==> src/rtl/clock_divider_ctrl.sv <==
// clock_divider_ctrl: run-time controller for the clock-divider/tick path.
// Holds the active divisor, sequences start/stop/step, emits clk_out + tick.
//
// Ports:
//   clk_in      in   1   system clock, all logic on posedge
//   rst         in   1   asynchronous active-high reset
//   start       in   1   pulse: begin continuous running
//   stop        in   1   pulse: finish current period, then halt
//   step        in   1   pulse: run exactly one period while stopped
//   cfg_valid   in   1   new divisor offered
//   cfg_divisor in   32  requested divisor (unsigned)
//   cfg_ready   out  1   no divisor update pending
//   cfg_clamped out  1   pulse: accepted divisor was clamped to MIN_DIVISOR
//   clk_out     out  1   registered 50% divided square wave
//   tick        out  1   registered one-cycle pulse per completed period
//   running     out  1   controller is not STOPPED
//   div_active  out  32  divisor currently in force
module clock_divider_ctrl #(
  parameter logic [31:0] DEFAULT_DIVISOR = 32'd100000000,
  parameter logic [31:0] MIN_DIVISOR     = 32'd2
) (
  input  logic        clk_in,
  input  logic        rst,
  input  logic        start,
  input  logic        stop,
  input  logic        step,
  input  logic        cfg_valid,
  input  logic [31:0] cfg_divisor,
  output logic        cfg_ready,
  output logic        cfg_clamped,
  output logic        clk_out,
  output logic        tick,
  output logic        running,
  output logic [31:0] div_active
);

  typedef enum logic [1:0] {
    ST_STOPPED,
    ST_RUNNING,
    ST_STEPPING,
    ST_STOPPING
  } state_t;

  state_t      r_state;
  state_t      w_next;

  logic [31:0] r_cnt;
  logic [31:0] r_div;
  logic [31:0] r_pend_div;
  logic        r_pend;
  logic        r_applied;
  logic        r_clk;
  logic        r_tick;
  logic        r_clamped;

  logic        w_active;
  logic        w_wrap;
  logic        w_accept;
  logic        w_apply;
  logic        w_low;

  assign w_active = (r_state != ST_STOPPED);
  assign w_wrap   = w_active && (r_cnt == (r_div - 32'd1));
  assign w_accept = cfg_valid && !r_pend;
  assign w_low    = (cfg_divisor < MIN_DIVISOR);

  // While running, a new divisor only lands on a period boundary so that
  // no half-period is ever cut short or stretched.
  assign w_apply  = r_pend && !r_applied && (w_active ? w_wrap : 1'b1);

  // Next-state logic
  always_comb begin
    w_next = r_state;
    unique case (r_state)
      ST_STOPPED: begin
        if (start)
          w_next = ST_RUNNING;
        else if (step)
          w_next = ST_STEPPING;
      end
      ST_RUNNING: begin
        if (stop)
          w_next = ST_STOPPING;
      end
      ST_STEPPING: begin
        if (w_wrap)
          w_next = ST_STOPPED;
        else if (stop)
          w_next = ST_STOPPING;
        else if (start)
          w_next = ST_RUNNING;
      end
      ST_STOPPING: begin
        if (w_wrap)
          w_next = ST_STOPPED;
        else if (start)
          w_next = ST_RUNNING;
      end
      default: w_next = ST_STOPPED;
    endcase
  end

  always_ff @(posedge clk_in or posedge rst) begin
    if (rst)
      r_state <= ST_STOPPED;
    else
      r_state <= w_next;
  end

  // Period counter; sits at 0 while stopped so every run starts cleanly
  always_ff @(posedge clk_in or posedge rst) begin
    if (rst)
      r_cnt <= 32'd0;
    else if (!w_active || w_wrap)
      r_cnt <= 32'd0;
    else
      r_cnt <= r_cnt + 32'd1;
  end

  // Output registers (one cycle behind the counter)
  always_ff @(posedge clk_in or posedge rst) begin
    if (rst) begin
      r_clk  <= 1'b0;
      r_tick <= 1'b0;
    end else begin
      r_clk  <= w_active && (r_cnt < (r_div >> 1));
      r_tick <= w_wrap;
    end
  end

  // Divisor handshake: accept -> pending -> apply -> release one cycle later
  always_ff @(posedge clk_in or posedge rst) begin
    if (rst) begin
      r_div      <= DEFAULT_DIVISOR;
      r_pend_div <= DEFAULT_DIVISOR;
      r_pend     <= 1'b0;
      r_applied  <= 1'b0;
      r_clamped  <= 1'b0;
    end else begin
      r_clamped <= w_accept && w_low;
      if (w_accept) begin
        r_pend     <= 1'b1;
        r_pend_div <= w_low ? MIN_DIVISOR : cfg_divisor;
      end else if (r_applied) begin
        r_pend    <= 1'b0;
        r_applied <= 1'b0;
      end else if (w_apply) begin
        r_div     <= r_pend_div;
        r_applied <= 1'b1;
      end
    end
  end

  assign cfg_ready   = !r_pend;
  assign cfg_clamped = r_clamped;
  assign clk_out     = r_clk;
  assign tick        = r_tick;
  assign running     = w_active;
  assign div_active  = r_div;

endmodule

==> config.mk <==
export PLATFORM = sky130hd
export DESIGN_NAME = clock_divider_ctrl
export DESIGN_NICKNAME = d
export VERILOG_FILES = /design/src/rtl/clock_divider_ctrl.sv
export SDC_FILE = /design/constraint.sdc
export NUM_CORES = 1
export LEC_CHECK = 0
export BUFFER_PORTS_ARGS = -buffer_cell sky130_fd_sc_hd__buf_2
export CORE_UTILIZATION = 64
export DETAILED_ROUTE_END_ITERATION = 7
export HOLD_SLACK_MARGIN = 0.08
export MAX_ROUTING_LAYER = met4
export PLACE_DENSITY = 0.86
export SYNTH_ARGS = -nofsm -noshare
export SYNTH_HDL_FRONTEND = slang
export SYNTH_SLANG_ARGS = --single-unit
==> constraint.sdc <==
create_clock -name clk_in -period 7.8 [get_ports clk_in]
set_input_delay 2.34 -clock clk_in [delete_from_list [all_inputs] [get_ports clk_in]]
set_output_delay 2.34 -clock clk_in [all_outputs]
set_load 0.01 [all_outputs]
==> reports/results.ini, run 1 <==
[status]
outcome=finished clean

[drt]
final_antenna_net_count=0
wl_per_cell_um=17.62
dr_total_vias=5307
drt_iter0_markers=307
drc=0
via_per_inst=6.038
routed_wirelength_um=15480
drt_first_pass_iters=5

[power]
p_leak_nw=3.456
irDropWorstVdd_mv=0.1867
p_int_w=0.0009433
power.switching_w=0.0005014
p_comb_frac=0.254
switching_share=0.3471
pwr-share-clk=0.232
powerDensity_nw_per_um2=207.8
p_seq_frac=0.514

[clock_network]
ctsResizeCount=0
cts_buffers=9
clockBufferDepth=2
cts_setup_buffers=0
cts_tree=yes
cts_root_buffer=clkbuf_8
clk_latency_ns=0.39
h-tree-depth=3
cts_hold_buf=0
cts_sinks=103
clk_pin_slew_ns=0.11

[grt]
grt_max_degree=63
grt_pass1_vias=5151
track_usage=0.3326
antenna_found_initial=0
grt_overflow_total=0
grt_pass1_wl_um=25210

[job]
drv_cap=0

[min_path]
hp-class=register to register
worstHoldPathCells=2
worstHoldStart=r_pend_div[21]

[timing]
setup_violations=0
final.period_utilization=0.4963
fin_tns_setup_ns=0
hold_viol=0
fin_ws_ns=3.929
slew_headroom=0.1968
tightest_slew_ns=1.199
period_minus_slack_ns=3.871
slew_viol_final=0
fmax_mhz=258.3
clock-skew-final_ns=0.01480
rsz0062_at_grt=no

[critical_path]
crit_buf_inv=2
crit_fanout=5
reg2reg_depth=10
startpoint=r_state[1]
path_class=register to primary output
start_kind=register
critical_path.cell_chain=nor2_1, inv_1, buf_2
arrival_ns=1.53
critPathRequiredTime_ns=5.46
cp.depth=3
crit_family=flip-flops
max_stage_delay_ns=0.43
crit_end=running
timing.rr.start=div_active[6]
slowest_stage=dfrtp_1
cp-end-kind=primary output
reg2reg_to=div_active[9]
ff2ff_setup_slack_ns=3.94

[synth]
avgSynthCellArea_um2=9.274
syn_area_um2=6325
asyncSetResetFlopFracSynth=1.000
ys_warn_count=0
ys_seq_area_frac=0.4123
synth_edf_count=0
synth_cell_types=53
synth_flop_cell=dfrtp_1
netlist_instances=682
synth.net_count=752
synth-seq-cells=103

[finish]
syn_to_final_growth_pct=9.931
nets=815
diodes=0
drive_above_1_share=0.2080
fin_area_um2=6953

[floorplanning]
die_y_um=101.4
pin_count=75
die_w_um=101.4
coreArea_um2=9415
num_rows=35
die-area_um2=10280
initial_utilization=0.6718

[placed_design]
dpl_worst_slack_ns=3.989
dpl_cell_area_um2=6756
io_buffers=74
routabilityCongestion=0.9301
hpwl_um=11660

[layer usage]
metal,part of all wire,up-vias,track usage
li1,-,2469,-
met4,0.025,0,0.1193
met2,0.48,228,0.5343
met5,0,-,-
met1,0.44,2566,0.4160
met3,0.065,44,0.07108
[area by class of cell]
class                   instances  area (µm²)
clock inverters                 6       58.81
inverters                      39       148.9
repair buffers                 76       385.4
fillers                       696        2462
clock buffers                  10       137.6
flip-flops and latches        103        2608
multi-input cells             516        3453
well taps                     129       161.4
[power by group through the flow]
stage | clock, W | sequential, W | combinational [W]
after global routing | 0.000362 | 0.000753 | 0.000413
after CTS | 0.000340 | 0.000739 | 0.000364
after detailed placement | 0 | 0.000749 | 0.000361
final | 0.000335 | 0.000742 | 0.000367
after global placement | 0 | 0.000738 | 0.000346
after floorplan | 0 | 0.000716 | 0.000277
[layout by cell type (no fill, tap or decap), drive strengths merged, types with 2 or more instances in the layout]
| master | synthesis | final |
|---|---|---|
| and3 | 12 | 12 |
| nor3 | 15 | 15 |
| a21o | 5 | 5 |
| nand4b | 3 | 3 |
| and4 | 5 | 5 |
| nor2 | 63 | 63 |
| nand4 | 22 | 22 |
| a21oi | 16 | 16 |
| mux2 | 31 | 31 |
| or4 | 3 | 3 |
| nand3 | 19 | 19 |
| inv | 39 | 43 |
| nand2 | 123 | 123 |
| buf | 10 | 76 |
| a31oi | 5 | 5 |
| nor2b | 7 | 7 |
| o2111ai | 4 | 4 |
| dfrtp | 79 | 79 |
| a2111oi | 2 | 2 |
| nor4 | 17 | 17 |
| clkbuf | 14 | 10 |
| dfstp | 24 | 24 |
| nand2b | 5 | 5 |
| nor3b | 3 | 3 |
| and2 | 3 | 3 |
| ha | 32 | 32 |
| a211oi | 2 | 2 |
| o21ai | 22 | 22 |
| or3 | 6 | 6 |
| a22oi | 2 | 2 |
| xnor2 | 45 | 45 |
| xor2 | 30 | 30 |
| a211o | 2 | 2 |
[flip-flops by register name, indices dropped and copies added, names as in the netlist]
register / flops
r_pend: 1
div_active: 32
cfg_clamped: 1
clk_out: 1
r_applied: 1
tick: 1
r_cnt: 32
r_state: 2
r_pend_div: 32
[synthesized netlist by cell type, drive strengths merged, types with 5 or more instances]
master	instances	area, µm²
a21o	5	37.54
a21oi	16	83.83
a31oi	5	31.28
and3	12	75.07
and4	5	43.79
buf	10	75.07
clkbuf	14	52.55
dfrtp	79	1977
dfstp	24	630.6
ha	32	400.4
inv	39	146.4
mux2	31	454.2
nand2	123	461.7
nand2b	5	31.28
nand3	19	95.09
nand4	22	137.6
nor2	63	236.5
nor2b	7	43.79
nor3	15	80.08
nor4	17	112.6
o21ai	22	113.9
or3	6	37.54
xnor2	45	394.1
xor2	30	262.8
[kinds of logic after synthesis]
logic type / after synthesis / share of synthesized area
compound gates: 67 / 0.07003
simple gates: 310 / 0.2338
fa+ha+maj: 32 / 0.06330
xor+xnor: 75 / 0.1039
flops: 103 / 0.4123
mux: 32 / 0.07339
buf+inv: 63 / 0.04332
[how the worst min path moves through the flow]
stage                           endpoint  slack [ns]
final                     r_pend_div[21]        0.47
after global routing      r_pend_div[14]        0.48
after CTS                 r_pend_div[21]        0.47
after detailed placement  r_pend_div[21]        0.45
after global placement    r_pend_div[22]        0.45
after floorplan           r_pend_div[13]        0.44
[worst reg2reg max path: cells and delay by family (launching register included)]
family | cells | cell delay, ns
and+or+nand+nor | 5 | 1.92
DFF | 1 | 0.53
AOI/OAI and AO/OA | 2 | 0.43
muxes | 1 | 0.37
buffers and inverters | 1 | 0.32
xor gates and xnor gates | 1 | 0.18
[metrics by stage]
step	utilization	total power [W]	instances	hold WS, ns
6_report	0.7385	0.001445	879	0.4662
5_1_grt	0.7385	0.001528	879	0.4765
4_1_cts	0.7385	0.001444	879	0.4683
3_5_place_dp	0.7176	0.001110	863	0.4510
3_3_place_gp	0.7176	0.001084	863	0.4481
2_1_floorplan	-	0.0009927	682	0.4389
Power figures use the tool's default switching activity.
==> run 2, diff against run 1 <==
- ABC_AREA: default -> 1
- CORE_UTILIZATION: 64 -> 54
- PLACE_DENSITY: 0.86 -> 0.77
- clock period: 7.8 -> 3.2 ns (I/O delays scaled with it)
==> run 2 against run 1 <==
Synthesized area increased by 9.4%. Utilization decreased by 10 points. Die area increased by 29%. First-iteration DRC count increased by 50%. Clock skew decreased by 0.0077 ns. Sequential power increased to 3.2 times the previous value. Cell count increased by 38%.
==> reports/results.ini, run 2 <==
[min_path]
worstHoldStart=r_pend_div[13]
hp-class=register to register
hold_end=r_pend_div[13]
worstHoldPathCells=2  ; unchanged

[timing]
fmax_mhz=341.8
period_minus_slack_ns=2.926
clock-skew-final_ns=0.007048  ; -0.007749 ns
setup_violations=0  ; unchanged
slew_headroom=0.5734  ; +0.3766
final.period_utilization=0.9144
hold_viol=0  ; unchanged
fin_ws_ns=0.2740  ; -3.655 ns
fin_tns_setup_ns=0  ; unchanged
tightest_slew_ns=0.6392  ; -0.5602 ns
rsz0062_at_grt=no
whs_ns=0.4709  ; +0.004721 ns
slew_viol_final=0  ; unchanged

[placed_design]
routabilityCongestion=0.9673  ; +4.0%
hpwl_um=13530  ; +16%
io_buffers=74  ; unchanged
dp.cells=1200  ; +39%
dpl_cell_area_um2=7465  ; +10%
dpl_worst_slack_ns=0.3008  ; -3.688 ns

[drt]
wl_per_cell_um=14.25  ; -19%
drc=0  ; unchanged
drt_iter0_markers=461  ; +50%
via_per_inst=5.266  ; -13%
routed_wirelength_um=17330  ; +12%
drt_first_pass_iters=5  ; unchanged
dr_total_vias=6404  ; +21%
final_antenna_net_count=0  ; unchanged

[finish]
nFillCells=1140  ; +64%
diodes=0  ; unchanged
multi_input_area_um2=3806  ; +10%
drive_above_1_share=0.1479  ; -0.06010
layout.cells.non_filler=1216  ; +38%
final_common_cell=nand2_1
final_cell_mix=nand2_1, nor2_1, inv_1
nets=1113  ; +37%
syn_to_final_growth_pct=12.95
fin_area_um2=7812  ; +12%
seqCellArea_um2=2608  ; unchanged

[clock_network]
cts_sinks=103  ; unchanged
clockBufferDepth=2  ; unchanged
ctsResizeCount=0  ; unchanged
cts_hold_buf=0  ; unchanged
cts_tree=yes
h-tree-depth=3  ; unchanged
clk_pin_slew_ns=0.08  ; -0.03 ns
cts_setup_buffers=0  ; unchanged
clk_latency_ns=0.35  ; -0.04 ns
cts_root_buffer=clkbuf_16
cts_buffers=9  ; unchanged

[synth]
synth_cell_types=38  ; -28%
synth.top_cells.by_area=dfrtp_1, nand2_1, dfstp_2, nor2_1, ha_1
synthSimpleGateAreaFrac=0.3815  ; +0.1477
synth_edf_count=0  ; unchanged
ys_warn_count=0  ; unchanged
yosysTopAreaCell=dfrtp_1
synthAdderAreaFrac=0.05789  ; -0.005417
ys_seq_area_frac=0.3770  ; -0.03528
synth_top_family_by_area=simple AND/OR/NAND/NOR gates
syn_area_um2=6917  ; +9.4%
synth.net_count=1041  ; +38%
netlist_instances=971  ; +42%
synth_flop_cell=dfrtp_1
asyncSetResetFlopFracSynth=1.000  ; unchanged
synth_xor_area_frac=0.06458  ; -0.03928
yosys.area.top_type_share=0.2858  ; -0.02674
synthTopCellsByCount=nand2_1, nor2_1, inv_1, dfrtp_1, nand3_1
yosysMostFrequentCell=nand2_1
avgSynthCellArea_um2=7.123  ; -23%
synth_compound_area_frac=0.04468  ; -0.02535
synth-seq-cells=103  ; unchanged
synthMuxAreaShare=0  ; -0.07339

[critical_path]
reg2reg_to=div_active[22]
crit_fanout=46  ; +41
cp-end-kind=register
path_class=register to register
reg2reg_depth=17  ; +7
critPathRequiredTime_ns=3.50  ; -1.96 ns
ff2ff_setup_slack_ns=0.27  ; -3.67 ns
timing.rr.start=div_active[0]
start_kind=register
arrival_ns=3.22  ; +1.69 ns

[floorplanning]
coreArea_um2=12260  ; +30%
pin_count=75  ; unchanged
die-area_um2=13270  ; +29%
die_w_um=115.2  ; +14%
initial_utilization=0.5641  ; -0.1077
die_y_um=115.2  ; +14%
num_rows=40  ; +14%

[grt]
grt_overflow_total=0  ; unchanged
grt_max_degree=57  ; -9.5%
track_usage=0.2968  ; -0.03574
grt_pass1_wl_um=29550  ; +17%
antenna_found_initial=0  ; unchanged
grt_pass1_vias=6074  ; +18%

[power]
irDropWorstVdd_mv=0.5311  ; +180%
p_leak_nw=4.105  ; +19%
powerDensity_nw_per_um2=865.5  ; +320%

[status]
outcome=finished clean

[job]
drv_cap=0  ; unchanged

==> run 2: cell type report <==
| class | count | share of cell area |
|---|---|---|
| multi-input cells | 741 | 0.4872 |
| repair buffers | 80 | 0.05637 |
| clock buffers | 10 | 0.03059 |
| well taps | 168 | 0.02691 |
| clock inverters | 6 | 0.01281 |
| inverters | 108 | 0.05237 |
| flip-flops and latches | 103 | 0.3338 |
==> run 2: critical path, stage by stage (launching register included) <==
cell and delay [ns]:
dfrtp_1 0.41, inv_1 0.20, ha_1 0.30, nand2_1 0.09
nor2_1 0.22, nand3_1 0.18, nor2_1 0.14, nand2_1 0.06
nand2_1 0.10, nand2_1 0.07, inv_2 0.04, nand2_1 0.05
nor2_2 0.12, nand3_2 0.14, nand2_4 0.27, buf_12 0.26
nand3_1 0.12, nand2_1 0.08
==> run 2: cell families after synthesis <==
logic type | Yosys count
fa+ha+maj | 32
xor+xnor | 51
buf+inv | 127
flops | 103
compound gates | 55
simple gates | 603
==> run 2: through the flow <==
step,power [W],utilization
2_1_floorplan,0.004568,-
5_1_grt,0.007347,0.6371
3_3_place_gp,0.005422,0.6088
3_5_place_dp,0.005485,0.6088
6_report,0.006762,0.6371
4_1_cts,0.006748,0.6364
==> run 2: how the worst max path moves through the flow <==
stage / startpoint / endpoint / slack, ns / cells past startpoint
6_report: div_active[0] / div_active[22] / 0.27 / 17
5_1_grt: div_active[0] / div_active[21] / 0.01 / 17
4_1_cts: div_active[0] / div_active[29] / 0.28 / 17
3_5_place_dp: div_active[0] / div_active[29] / 0.30 / 17
3_3_place_gp: div_active[0] / div_active[25] / 0.42 / 17
2_1_floorplan: div_active[0] / div_active[9] / 0.82 / 18
==> run 2: per-layer routing <==
layer / up-vias / wire length, µm / track usage / part of all wire
met5: - / 0 / - / 0
met4: 0 / 407 / 0.1186 / 0.023
met3: 28 / 684 / 0.03426 / 0.039
met2: 173 / 7846 / 0.4442 / 0.45
met1: 2958 / 8396 / 0.4108 / 0.48
li1: 3245 / - / - / -
==> run 2: report_power, final <==
part / leakage (nW) / internal [W] / switching (W)
clock network: 0.167 / 0.000721 / 0.000527
registers: 1.28 / 0.00181 / 0.000528
logic: 2.66 / 0.00110 / 0.00207
total: 4.10 / 0.00364 / 0.00312
==> run 3, diff against run 2 <==
- ABC_AREA: 1 -> default
- CORE_UTILIZATION: 54 -> 53
- PLACE_DENSITY: 0.77 -> 0.76
==> run 3 against run 2 <==
Via count fell by 14%. Design area increased by 0.78%. Power shrank 42%. Fmax fell by 10%. First-iteration DRC count decreased by 25%. Worst setup slack worse by 0.34 ns. The run now ends with negative setup slack left. Wire length shrank 2.8%. Critical path type unchanged. Sequential power is 23% lower. Count of clock-buffer cells in the layout is 1 higher. Critical path depth decreased by 6.
==> reports/results.ini, run 3 (synthesis gave the netlist of run 1 again) <==
[min_path]
worstHoldPathCells=2  ; unchanged
hp-class=register to register

[critical_path]
cp-end-kind=register
reg2reg_depth=11  ; -6
cp_common_cell=and3_4
crit_fanout=11  ; -76%
slowest_stage=or4_4
path_class=register to register
critical_path.cell_chain=buf_4, nor3_4, and3_4, and3_4, nand4_1, xnor2_1, or4_4, a2111oi_4, o21ai_4, clkbuf_16, mux2_4
max_stage_delay_ns=0.54  ; +0.13 ns
arrival_ns=3.50  ; +0.28 ns
critPathRequiredTime_ns=3.44  ; -0.06 ns
start_kind=register

[finish]
final_cell_mix=nand2_1, dfrtp_1, buf_2, buf_4, nor2_1
nFillCells=903  ; -21%
diodes=0  ; unchanged
final_common_cell=nand2_1
layout.cells.non_filler=971  ; -20%
syn_to_final_growth_pct=24.49
nets=893  ; -20%
drive_above_1_share=0.3128  ; +0.1649

[timing]
setup_violations=29  ; +29
tightest_slew_ns=0.6363  ; -0.002812 ns
rsz0062_at_grt=yes
slew_headroom=0.5739  ; about the same
slew_viol_final=0  ; unchanged
period_minus_slack_ns=3.265  ; +0.3389 ns
hold_viol=0  ; unchanged
fin_ws_ns=-0.06487  ; -0.3389 ns
whs_ns=0.4584  ; -0.01252 ns
fmax_mhz=306.3  ; -10%
final.period_utilization=1.020  ; +0.1059
clock-skew-final_ns=0.009431  ; +0.002384 ns

[drt]
final_antenna_net_count=0  ; unchanged
routed_wirelength_um=16860  ; -2.8%
dr_total_vias=5478  ; -14%
wl_per_cell_um=17.36  ; +22%
drt_iter0_markers=344  ; -25%
drt_first_pass_iters=5  ; unchanged
via_per_inst=5.642  ; +7.1%
drc=0  ; unchanged

[floorplanning]
coreArea_um2=11520  ; -6.1%
die_y_um=111.2  ; -3.4%
pin_count=75  ; unchanged
initial_utilization=0.5492  ; -0.01486
die-area_um2=12370  ; -6.7%
num_rows=39  ; -2.5%
die_w_um=111.2  ; -3.4%

[clock_network]
cts_sinks=103  ; unchanged
clk_pin_slew_ns=0.07  ; about the same
cts_hold_buf=0  ; unchanged
cts_buffers=9  ; unchanged
cts_tree=yes
h-tree-depth=3  ; unchanged
clk_latency_ns=0.35  ; about the same
cts_root_buffer=clkbuf_16
clockBufferDepth=2  ; unchanged

[placed_design]
io_buffers=74  ; unchanged
hpwl_um=12530  ; -7.4%
dpl_worst_slack_ns=-0.1121  ; -0.4129 ns
dp.cells=944  ; -21%
routabilityCongestion=0.9890  ; +2.2%

[grt]
track_usage=0.2891  ; -0.007751
grt_max_degree=104  ; +82%
grt_pass1_wl_um=27320  ; -7.6%
antenna_found_initial=0  ; unchanged
grt_pass1_vias=5594  ; -7.9%
grt_overflow_total=0  ; unchanged

[job]
drv_cap=0  ; unchanged

[power]
p_leak_nw=3.968  ; -3.3%
powerDensity_nw_per_um2=497.1  ; -43%
irDropWorstVdd_mv=0.4504  ; -15%

[status]
outcome=finished with violations
violations=negative setup slack

[run 3: worst max-delay path: cells and delay by family, from the launching register on]
kind,cells,cell delay [ns]
simple gates,5,1.23
compound gates,2,0.60
flops,1,0.44
buf+inv,2,0.40
mux,1,0.29
xor+xnor,1,0.17
[run 3: worst paths after layout]
path / slack [ns] / from / to
worst max-delay path: -0.06 / div_active[6] / div_active[19]
worst min-delay path: 0.46 / r_pend_div[14] / r_pend_div[14]
worst max register to register: -0.06 / div_active[6] / div_active[19]
worst min register to register: 0.46 / r_pend_div[14] / r_pend_div[14]
max in group asynchronous: 2.02 / rst / div_active[9]
min in group asynchronous: 0.74 / rst / r_pend_div[28]
[run 3: power breakdown]
| part | switching (W) | total, W | internal (W) | leakage, nW |
|---|---|---|---|---|
| logic | 0.000543 | 0.00103 | 0.000487 | 2.55 |
| registers | 0.000209 | 0.00180 | 0.00159 | 1.28 |
| clock network | 0.000508 | 0.00108 | 0.000575 | 0.140 |
| total | 0.00126 | 0.00391 | 0.00265 | 3.97 |
[run 3: through the flow]
stage               setup TNS [ns]  total power [W]  utilization  cell area, µm²
floorplan                        0         0.002430            -            6406
global placement            -5.347         0.002726       0.6409            7381
detailed placement          -3.365         0.002785       0.6409            7381
CTS                        -0.4865         0.003890       0.6718            7736
global route                -6.129         0.004129       0.6837            7874
finish                     -0.7885         0.003914       0.6837            7874
[run 3: metal layers]
| metal | track usage | vias to the layer above | wire length (µm) |
|---|---|---|---|
| met5 | - | - | 0 |
| met4 | 0.1306 | 0 | 408 |
| met3 | 0.03773 | 29 | 776 |
| met2 | 0.4667 | 164 | 8355 |
| met1 | 0.3642 | 2665 | 7315 |
| li1 | - | 2620 | - |
[run 3: cell type report]
type | count | area, µm² | area share
clock buffers | 11 | 252.7 | 0.03210
clock inverters | 5 | 37.54 | 0.004767
inverters | 39 | 150.1 | 0.01907
multi-input cells | 516 | 3593 | 0.4564
flip-flops and latches | 103 | 2614 | 0.3320
well taps | 143 | 178.9 | 0.02272
repair buffers | 154 | 1047 | 0.1330
[run 3: repair_timing]
item                                   in CTS  in global routing
cloned                                      0                  2
endpoints found under the hold margin       0                  0
setup endpoints to repair                  62                 63
buffers inserted                            4                  5
pin swaps                                   1                  3
resized for setup                           9                 16
